`config.mk`:
```
export PLATFORM = sky130hd
export DESIGN_NAME = srq_scheduler
export DESIGN_NICKNAME = d
export VERILOG_FILES = /design/src/rtl/srq_scheduler.sv
export SDC_FILE = /design/constraint.sdc
export NUM_CORES = 1
export LEC_CHECK = 0
export ABC_AREA = 1
export CAP_MARGIN = 5
export CORE_MARGIN = 2
export CORE_UTILIZATION = 59
export CTS_BUF_LIST = sky130_fd_sc_hd__clkbuf_4
export CTS_CLUSTER_DIAMETER = 30
export DETAILED_ROUTE_END_ITERATION = 7
export PLACE_DENSITY_LB_ADDON = 0.2
export SYNTH_ARGS = -nofsm -noshare
export SYNTH_HDL_FRONTEND = slang
export SYNTH_SLANG_ARGS = --single-unit
```
`constraint.sdc`:
```
create_clock -name clk -period 4 [get_ports clk]
set_clock_uncertainty 0.1 [all_clocks]
set_input_delay 0.4 -clock clk [delete_from_list [all_inputs] [get_ports clk]]
set_output_delay 0.4 -clock clk [all_outputs]
set_load 0.02 [all_outputs]
```
`src/rtl/srq_scheduler.sv`:
```
// Round-robin service-request scheduler: latches masked chan_srq rising edges and
// offers one pending channel at a time to the CPU via a ready/ack/done handshake.
module srq_scheduler #(
  parameter int NUM_CHANS = 12,
  parameter int IDX_W     = 4
) (
  input  logic                 clk,
  input  logic                 rst,
  input  logic [NUM_CHANS-1:0] chan_srq,
  input  logic                 mask_wr,
  input  logic [NUM_CHANS-1:0] mask_data,
  input  logic                 svc_ack,
  input  logic                 svc_done,
  input  logic                 ovr_clr,
  output logic                 svc_rdy,
  output logic [IDX_W-1:0]     svc_chan,
  output logic [NUM_CHANS-1:0] pending,
  output logic                 busy,
  output logic                 overrun
);

  typedef enum logic [1:0] {IDLE, OFFER, BUSY} state_t;

  state_t               state, state_nxt;
  logic [NUM_CHANS-1:0] srq_d;
  logic [NUM_CHANS-1:0] mask;
  logic [NUM_CHANS-1:0] mask_eff;
  logic [NUM_CHANS-1:0] rise;
  logic [NUM_CHANS-1:0] set_v;
  logic [NUM_CHANS-1:0] ack_vec;
  logic [NUM_CHANS-1:0] pending_nxt;
  logic [IDX_W-1:0]     ptr;
  logic [IDX_W-1:0]     sel;
  logic [IDX_W-1:0]     ptr_nxt;
  logic                 sel_vld;
  logic                 withdraw;
  logic                 ack_clr;
  logic                 ovr_set;

  // Returns {found, index} of the first requesting channel at or after start, with wrap.
  function automatic logic [IDX_W:0] rr_pick(input logic [NUM_CHANS-1:0] req,
                                             input logic [IDX_W-1:0]     start);
    logic [IDX_W:0]   res;
    logic [IDX_W-1:0] idx;
    int               j;
    res = '0;
    for (int k = 0; k < NUM_CHANS; k++) begin
      j = int'(start) + k;
      if (j >= NUM_CHANS) j = j - NUM_CHANS;
      idx = IDX_W'(j);
      if (!res[IDX_W] && req[idx]) res = {1'b1, idx};
    end
    return res;
  endfunction

  assign mask_eff    = mask_wr ? mask_data : mask;
  assign rise        = chan_srq & ~srq_d;
  assign set_v       = rise & mask_eff;
  assign withdraw    = (state == OFFER) && mask_wr && !mask_data[svc_chan];
  assign ack_clr     = (state == OFFER) && svc_ack && !withdraw;
  assign ack_vec     = ack_clr ? (NUM_CHANS'(1) << svc_chan) : '0;
  // A same-cycle ack of the channel absorbs the new edge rather than flagging overrun.
  assign ovr_set     = |(set_v & pending & ~ack_vec);
  assign pending_nxt = set_v | (pending & mask_eff & ~ack_vec);
  assign {sel_vld, sel} = rr_pick(pending & mask_eff, ptr);
  assign ptr_nxt     = (svc_chan == IDX_W'(NUM_CHANS - 1)) ? '0 : svc_chan + 1'b1;

  assign svc_rdy = (state == OFFER);
  assign busy    = (state == BUSY);

  always_ff @(posedge clk) begin
    if (rst) state <= IDLE;
    else     state <= state_nxt;
  end

  always_comb begin
    state_nxt = state;
    case (state)
      IDLE:    if (sel_vld) state_nxt = OFFER;
      OFFER: begin
        if (withdraw)     state_nxt = IDLE;
        else if (svc_ack) state_nxt = BUSY;
      end
      BUSY:    if (svc_done) state_nxt = IDLE;
      default: state_nxt = IDLE;
    endcase
  end

  // srq_d resets high so lines already asserted across reset do not count as edges.
  always_ff @(posedge clk) begin
    if (rst) begin
      srq_d    <= '1;
      mask     <= '0;
      pending  <= '0;
      overrun  <= 1'b0;
      svc_chan <= '0;
      ptr      <= '0;
    end else begin
      srq_d   <= chan_srq;
      mask    <= mask_eff;
      pending <= pending_nxt;
      overrun <= ovr_set | (overrun & ~ovr_clr);
      if (state == IDLE && sel_vld) svc_chan <= sel;
      if (state == BUSY && svc_done) ptr <= ptr_nxt;
    end
  end

endmodule

```
* After elaboration in Yosys (flattened, before gate mapping)
Index checks and enable logic that the tools add are counted.
** Word-level totals
- Register bits after elaboration :: 47
- Input port bits :: 30
** Cells by class
- Order comparisons :: 25
- Muxes and demuxes :: 58
- Add/sub/neg operators :: 24
- Shift-type cells :: 1
- Reduce and logical (&&, ||, !) cells :: 33
- Bitwise operators :: 12
- Equal/unequal tests :: 6
** Operators with widths (number)
- $and 12x12->12 :: 6
- $lt 4x5->1 const B :: 13
- $mux 5 :: 12
- $ge 5x4->1 const B :: 11
- $bmux 1 s4 :: 13
- $mux 4 :: 13
- $sub 4x4->4 const B :: 12
- $mux 12 :: 2
- $not 12->12 :: 2
- $add 4x3->5 const B :: 4
- $add 4x4->5 const B :: 4
- $logic_and 1x1->1 :: 17
- $logic_not 1->1 :: 13
- $mux 1 :: 13
- $or 12x12->12 :: 1
- $reduce_or 12->1 :: 1
- $shl 1x4->12 const A :: 1
- $add 4x2->5 const B :: 2
- $mux 2 :: 4
- $pmux 2 s3 :: 1
- $add 4x1->5 const B :: 1
- $add 4x1->4 const B :: 1
- $eq 4x4->1 const B :: 1
- $ge 4x4->1 const B :: 1
- 9 further kinds :: 10

* Logic depth before layout (Yosys ltp)
- Word-level depth :: 40
- Gate-level depth with buffers :: 26
- Mapped depth without buffers :: 26

* Worst setup path before layout
Ideal clock, no wire load.
- Path type :: flip-flop to flip-flop
- Start point :: reg ptr[1]
- End point :: reg svc_chan[1]
- Required time :: 3769 ps
- Stages on the path, launching flop included :: 22
- Library setup time :: 131 ps
- Path slack :: 749 ps
- Data arrival time :: 3021 ps
- Cell sequence :: dfxtp_1 -> ha_1 -> nand3_1 -> nand2_2 -> inv_1 -> ha_1 -> o21ai_0 -> inv_1 -> nor2_1 -> o21ai_2 -> inv_1 -> o21ai_1 -> nand2_1 -> nand3_4 -> nor2_4 -> nand4_4 -> nor3_4 -> nand4_1 -> nor2_1 -> nor2_1 -> nand2_1 -> a21oi_1
** On the way
- Longest elaborated chain between the ends :: 39
** Ends and longest elaborated chain
- start, declared :: line 32 : logic [IDX_W-1:0] ptr;
- start signal, assigned :: line 104 : if (state == BUSY && svc_done) ptr <= ptr_nxt;
- branches (longest 37 deep; another with $add 4x1->5)
- $mux 5 * :: line 51 : if (!res[IDX_W] && req[idx]) res = {1'b1, idx};
- $logic_and 1x1->1 :: line 103 : if (state == IDLE && sel_vld) svc_chan <= sel;
- end signal, assigned :: line 103
- end, declared :: line 16 : output logic [IDX_W-1:0] svc_chan,
Every way passes the cells marked *. The select of a mux whose other input is x is not followed.
A chain may end at the register's enable or synchronous reset.

* Final worst setup path
- Start point :: reg ptr[1]
- End point :: reg svc_chan[3]
Same word-level chain as after synthesis.

==> flow_results.xml <==
<?xml version="1.0" encoding="UTF-8"?>
<metrics>
  <group name="sta">
    <metric name="hold_viol_final" unit="">0</metric>
    <metric name="slew_viol_final" unit="">0</metric>
    <metric name="final_period_minus_worst_setup_slack" unit="ns">3.67</metric>
    <metric name="timing_worst_slew_pin_value" unit="ns">0.873</metric>
    <metric name="slew_headroom" unit="">0.412</metric>
    <metric name="final_setup_tns" unit="ns">0</metric>
    <metric name="final_critical_path_setup_slack" unit="ns">0.326</metric>
    <metric name="grt_setup_unrepaired" unit="">false</metric>
    <metric name="fmax" unit="MHz">272</metric>
    <metric name="report.final.setup_viol" unit="">0</metric>
    <metric name="layout_worst_path_cycle_share" unit="">0.919</metric>
  </group>
  <group name="global_route">
    <metric name="grt_pass1_vias" unit="">4443</metric>
    <metric name="grt_first_pass_wirelength" unit="um">20500</metric>
    <metric name="pin_count_of_the_biggest_net_entering_global_routing" unit="">20</metric>
    <metric name="antenna_found_initial" unit="">0</metric>
    <metric name="global_route.overflow_total" unit="">0</metric>
    <metric name="gr-usage-all-layers" unit="">0.329</metric>
  </group>
  <group name="route">
    <metric name="avg_vias_per_cell" unit="">5.79</metric>
    <metric name="route.met2.wl" unit="um">6260</metric>
    <metric name="avgRoutedWirePerCell" unit="um">15.5</metric>
    <metric name="number_of_nets_with_antenna_violations_after_detailed_routing" unit="">0</metric>
    <metric name="first_iter_violations" unit="">306</metric>
    <metric name="drt_drc_violations_left" unit="">0</metric>
    <metric name="total_detailed_routing_wirelength" unit="um">12900</metric>
    <metric name="met3_wirelength" unit="um">716</metric>
    <metric name="wl_met1" unit="um">5410</metric>
    <metric name="detail_route.first_pass.iterations" unit="">5</metric>
    <metric name="maxUsedRoutingLayer" unit="">met4</metric>
    <metric name="route.vias.total" unit="">4819</metric>
  </group>
  <group name="pwr">
    <metric name="report.power.total" unit="mW">1.56</metric>
    <metric name="power-per-cell-area" unit="nW/um^2">319</metric>
    <metric name="ir_drop" unit="V">0.000271</metric>
    <metric name="total_leakage_power" unit="nW">2.36</metric>
  </group>
  <group name="synthesis">
    <metric name="synth.area.mux_share" unit="">0</metric>
    <metric name="seq_area_frac_synth" unit="">0.221</metric>
    <metric name="synth.lib_cells_used.distinct" unit="">45</metric>
    <metric name="synth_top_family_by_area" unit="">simple AND/OR/NAND/NOR gates</metric>
    <metric name="synthAdderAreaFrac" unit="">0.0880</metric>
    <metric name="simple_gate_area_share_of_the_yosys_netlist" unit="">0.423</metric>
    <metric name="synth_seq_cells" unit="">47</metric>
    <metric name="asyncSetResetFlopFracSynth" unit="">0</metric>
    <metric name="synthCells" unit="">690</metric>
    <metric name="synthesis.nets" unit="">750</metric>
    <metric name="synthFlopType" unit="">sky130_fd_sc_hd__dfxtp_1</metric>
    <metric name="yosysWarnings" unit="">0</metric>
    <metric name="synth_compound_area_frac" unit="">0.138</metric>
    <metric name="synth_enable_flop_cells" unit="">0</metric>
    <metric name="post_synth_instance_area" unit="um^2">4260</metric>
    <metric name="post_synthesis_average_cell_area" unit="um^2">6.18</metric>
    <metric name="xor_and_xnor_fraction_of_the_mapped_netlist_area" unit="">0.0288</metric>
  </group>
  <group name="place">
    <metric name="place.gp.congestion" unit="">0.982</metric>
    <metric name="dp_cell_count" unit="">824</metric>
    <metric name="placement.io_buffers" unit="">48</metric>
    <metric name="pre_cts_slack" unit="ns">0.405</metric>
    <metric name="detailed_place_hpwl" unit="um">10200</metric>
  </group>
  <group name="clock_network">
    <metric name="clock_insertion_delay_worst_skew" unit="ns">0.35</metric>
    <metric name="postCtsSetupRepairBufs" unit="">0</metric>
    <metric name="cts_sinks" unit="">47</metric>
    <metric name="cts_inserted_buffers" unit="">5</metric>
    <metric name="htreeDepth" unit="">2</metric>
    <metric name="ctsHoldBuffers" unit="">0</metric>
    <metric name="clk_pin_slew" unit="ns">0.14</metric>
    <metric name="cts_root_buf" unit="">sky130_fd_sc_hd__clkbuf_4</metric>
    <metric name="clockBufferDepth" unit="">2</metric>
    <metric name="tritoncts" unit="">built</metric>
  </group>
  <group name="floorplanning">
    <metric name="start_util" unit="">0.617</metric>
    <metric name="floorplan_die_area" unit="um^2">7920</metric>
    <metric name="core" unit="um^2">6910</metric>
    <metric name="die_height" unit="um">89.0</metric>
    <metric name="fp.dieW" unit="um">89.0</metric>
    <metric name="top_level_ports" unit="">49</metric>
    <metric name="core.rowCount" unit="">30</metric>
  </group>
  <group name="worst_setup_path">
    <metric name="start_kind" unit="">flop</metric>
    <metric name="regToRegSetupSlack" unit="ns">0.33</metric>
    <metric name="criticalPathCategory" unit="">flop to flop</metric>
    <metric name="worstReg2RegStart" unit="">ptr[1]$_SDFFE_PP0P_</metric>
    <metric name="critical_path.cell_chain" unit="">inv_2, ha_1, nand2_1, nand2_1, xor2_1, inv_1, ha_1, a22oi_1, nand3_1, a21oi_1, inv_1, nor2_1, a21oi_4, nor3_4, nand4_1, nand2_2, inv_2, o21ai_1, nor2_1</metric>
    <metric name="cp.buffers_inverters" unit="">4</metric>
    <metric name="cpLargestDelayFamily" unit="">simple AND/OR/NAND/NOR gates</metric>
    <metric name="cp_max_fo" unit="">14</metric>
    <metric name="crit-reg2reg-capture" unit="">svc_chan[3]$_SDFFE_PP0P_</metric>
    <metric name="cp_depth" unit="">19</metric>
    <metric name="ff2ff_path_depth" unit="">19</metric>
    <metric name="crit_arrival" unit="ns">3.84</metric>
    <metric name="critical_path.slowest_cell" unit="">sky130_fd_sc_hd__dfxtp_1</metric>
    <metric name="worst-endpoint-required" unit="ns">4.16</metric>
    <metric name="crit_path_largest_cell_delay" unit="ns">0.37</metric>
    <metric name="cp-end-kind" unit="">flop</metric>
  </group>
  <group name="hold_path">
    <metric name="startpoint_of_the_worst_hold_path" unit="">mask[9]$_SDFF_PP0_</metric>
    <metric name="worstHoldPathType" unit="">flop to flop</metric>
    <metric name="whs_path_depth" unit="">2</metric>
    <metric name="hold-path-endpoint" unit="">mask[9]$_SDFF_PP0_</metric>
  </group>
  <group name="layout">
    <metric name="finalNonFillerCells" unit="">832</metric>
    <metric name="fillers" unit="">630</metric>
    <metric name="final_core_util" unit="">0.709</metric>
    <metric name="drive_above_1_share" unit="">0.0693</metric>
    <metric name="nets" unit="">795</metric>
    <metric name="area_growth_from_synthesis_to_layout" unit="%">14.8</metric>
    <metric name="n_antenna_cell" unit="">0</metric>
  </group>
  <group name="flow_run">
    <metric name="maxCapViolCount" unit="">0</metric>
  </group>
  <group name="outcome">
    <metric name="result_of_the_run" unit="">finished clean</metric>
  </group>
</metrics>
==> metrics by stage <==
| step | instance area (um^2) | hold WS, ns |
|---|---|---|
| after detailed placement | 4810 | 0.381 |
| after global placement | 4810 | 0.374 |
| final | 4900 | 0.396 |
| after global routing | 4900 | 0.429 |
| after CTS | 4890 | 0.400 |
| after floorplan | 4260 | 0.362 |
==> layer usage <==
metal,vias to the layer above,global-route usage
met5,-,0
met3,35,0.0342
met1,2201,0.404
met2,207,0.588
met4,0,0.136
li1,2376,-
==> cell type report <==
type | count | area (um^2) | share of cell area
Clock buffer | 5 | 37.5 | 0.00767
Clock inverter | 3 | 42.5 | 0.00869
Inverter | 86 | 325 | 0.0664
Multi-Input combinational cell | 539 | 2890 | 0.590
Sequential cell | 47 | 942 | 0.192
Tap cell | 96 | 120 | 0.0245
Timing Repair Buffer | 56 | 541 | 0.110
==> worst max-delay path by stage <==
stage	from	endpoint	slack, ns
after detailed placement	ptr[1]$_SDFFE_PP0P_	svc_chan[3]$_SDFFE_PP0P_	0.40
final	ptr[1]$_SDFFE_PP0P_	svc_chan[3]$_SDFFE_PP0P_	0.33
after CTS	ptr[3]$_SDFFE_PP0P_	svc_chan[3]$_SDFFE_PP0P_	0.37
after global placement	ptr[2]$_SDFFE_PP0P_	svc_chan[2]$_SDFFE_PP0P_	0.56
after floorplan	ptr[1]$_SDFFE_PP0P_	svc_chan[1]$_SDFFE_PP0P_	0.75
after global routing	ptr[2]$_SDFFE_PP0P_	svc_chan[3]$_SDFFE_PP0P_	0.10
==> cell usage in the layout, fill, tap and decap left out, types with 7 or more instances in the layout <==
| cell | count |
|---|---|
| sky130_fd_sc_hd__clkdlybuf4s50_1 | 48 |
| sky130_fd_sc_hd__xor2_1 | 8 |
| sky130_fd_sc_hd__a21oi_1 | 31 |
| sky130_fd_sc_hd__ha_1 | 30 |
| sky130_fd_sc_hd__o21ai_1 | 7 |
| sky130_fd_sc_hd__nand2_1 | 175 |
| sky130_fd_sc_hd__nand4_1 | 17 |
| sky130_fd_sc_hd__nand3_1 | 111 |
| sky130_fd_sc_hd__buf_4 | 8 |
| sky130_fd_sc_hd__nor2_1 | 64 |
| sky130_fd_sc_hd__dfxtp_1 | 46 |
| sky130_fd_sc_hd__o21ai_0 | 40 |
| sky130_fd_sc_hd__inv_1 | 79 |
| sky130_fd_sc_hd__nand2_2 | 8 |
==> flip-flops by register name (all words and copies together) (netlist names) <==
register  count
state         2
srq_d        12
svc_chan      4
ptr           4
mask         12
pending      12
overrun       1
==> power breakdown <==
group          leakage [nW]  internal, mW  total, mW  switching [mW]
Sequential            0.386         0.502      0.552          0.0501
Clock                0.0432         0.132      0.286           0.154
Combinational          1.93         0.262      0.725           0.463
Total                  2.36         0.896       1.56           0.667
==> cells in the mapped netlist (all sizes together), types with 6 or more instances <==
library cell	instances	area share
a21oi	33	0.044
nor2	67	0.063
nor3	6	0.0097
o21ai	49	0.059
buf	7	0.016
xor2	9	0.020
nand4	18	0.030
nand3	114	0.14
nand2	184	0.17
dfxtp	47	0.22
clkbuf	11	0.0097
inv	86	0.076
ha	30	0.088
==> worst min-delay path: cells and delay by family (launching register included) <==
family | cells | cell delay, ns
compound gates | 1 | 0.07
simple gates | 1 | 0.06
flops | 1 | 0.33
==> repair_timing <==
item	4_1_cts	5_1_grt
resized for setup	0	2
endpoints found under the setup margin	0	4
hold endpoints to repair	0	0
==> cell families after synthesis <==
| group | count (synthesis) |
|---|---|
| AO/OA/AOI/OAI | 101 |
| XOR/XNOR | 11 |
| flip-flops | 47 |
| AND/OR/NAND/NOR | 397 |
| adder cells (fa/ha/maj) | 30 |
| buffers and inverters | 104 |
(Power assumes the default switching activity.)
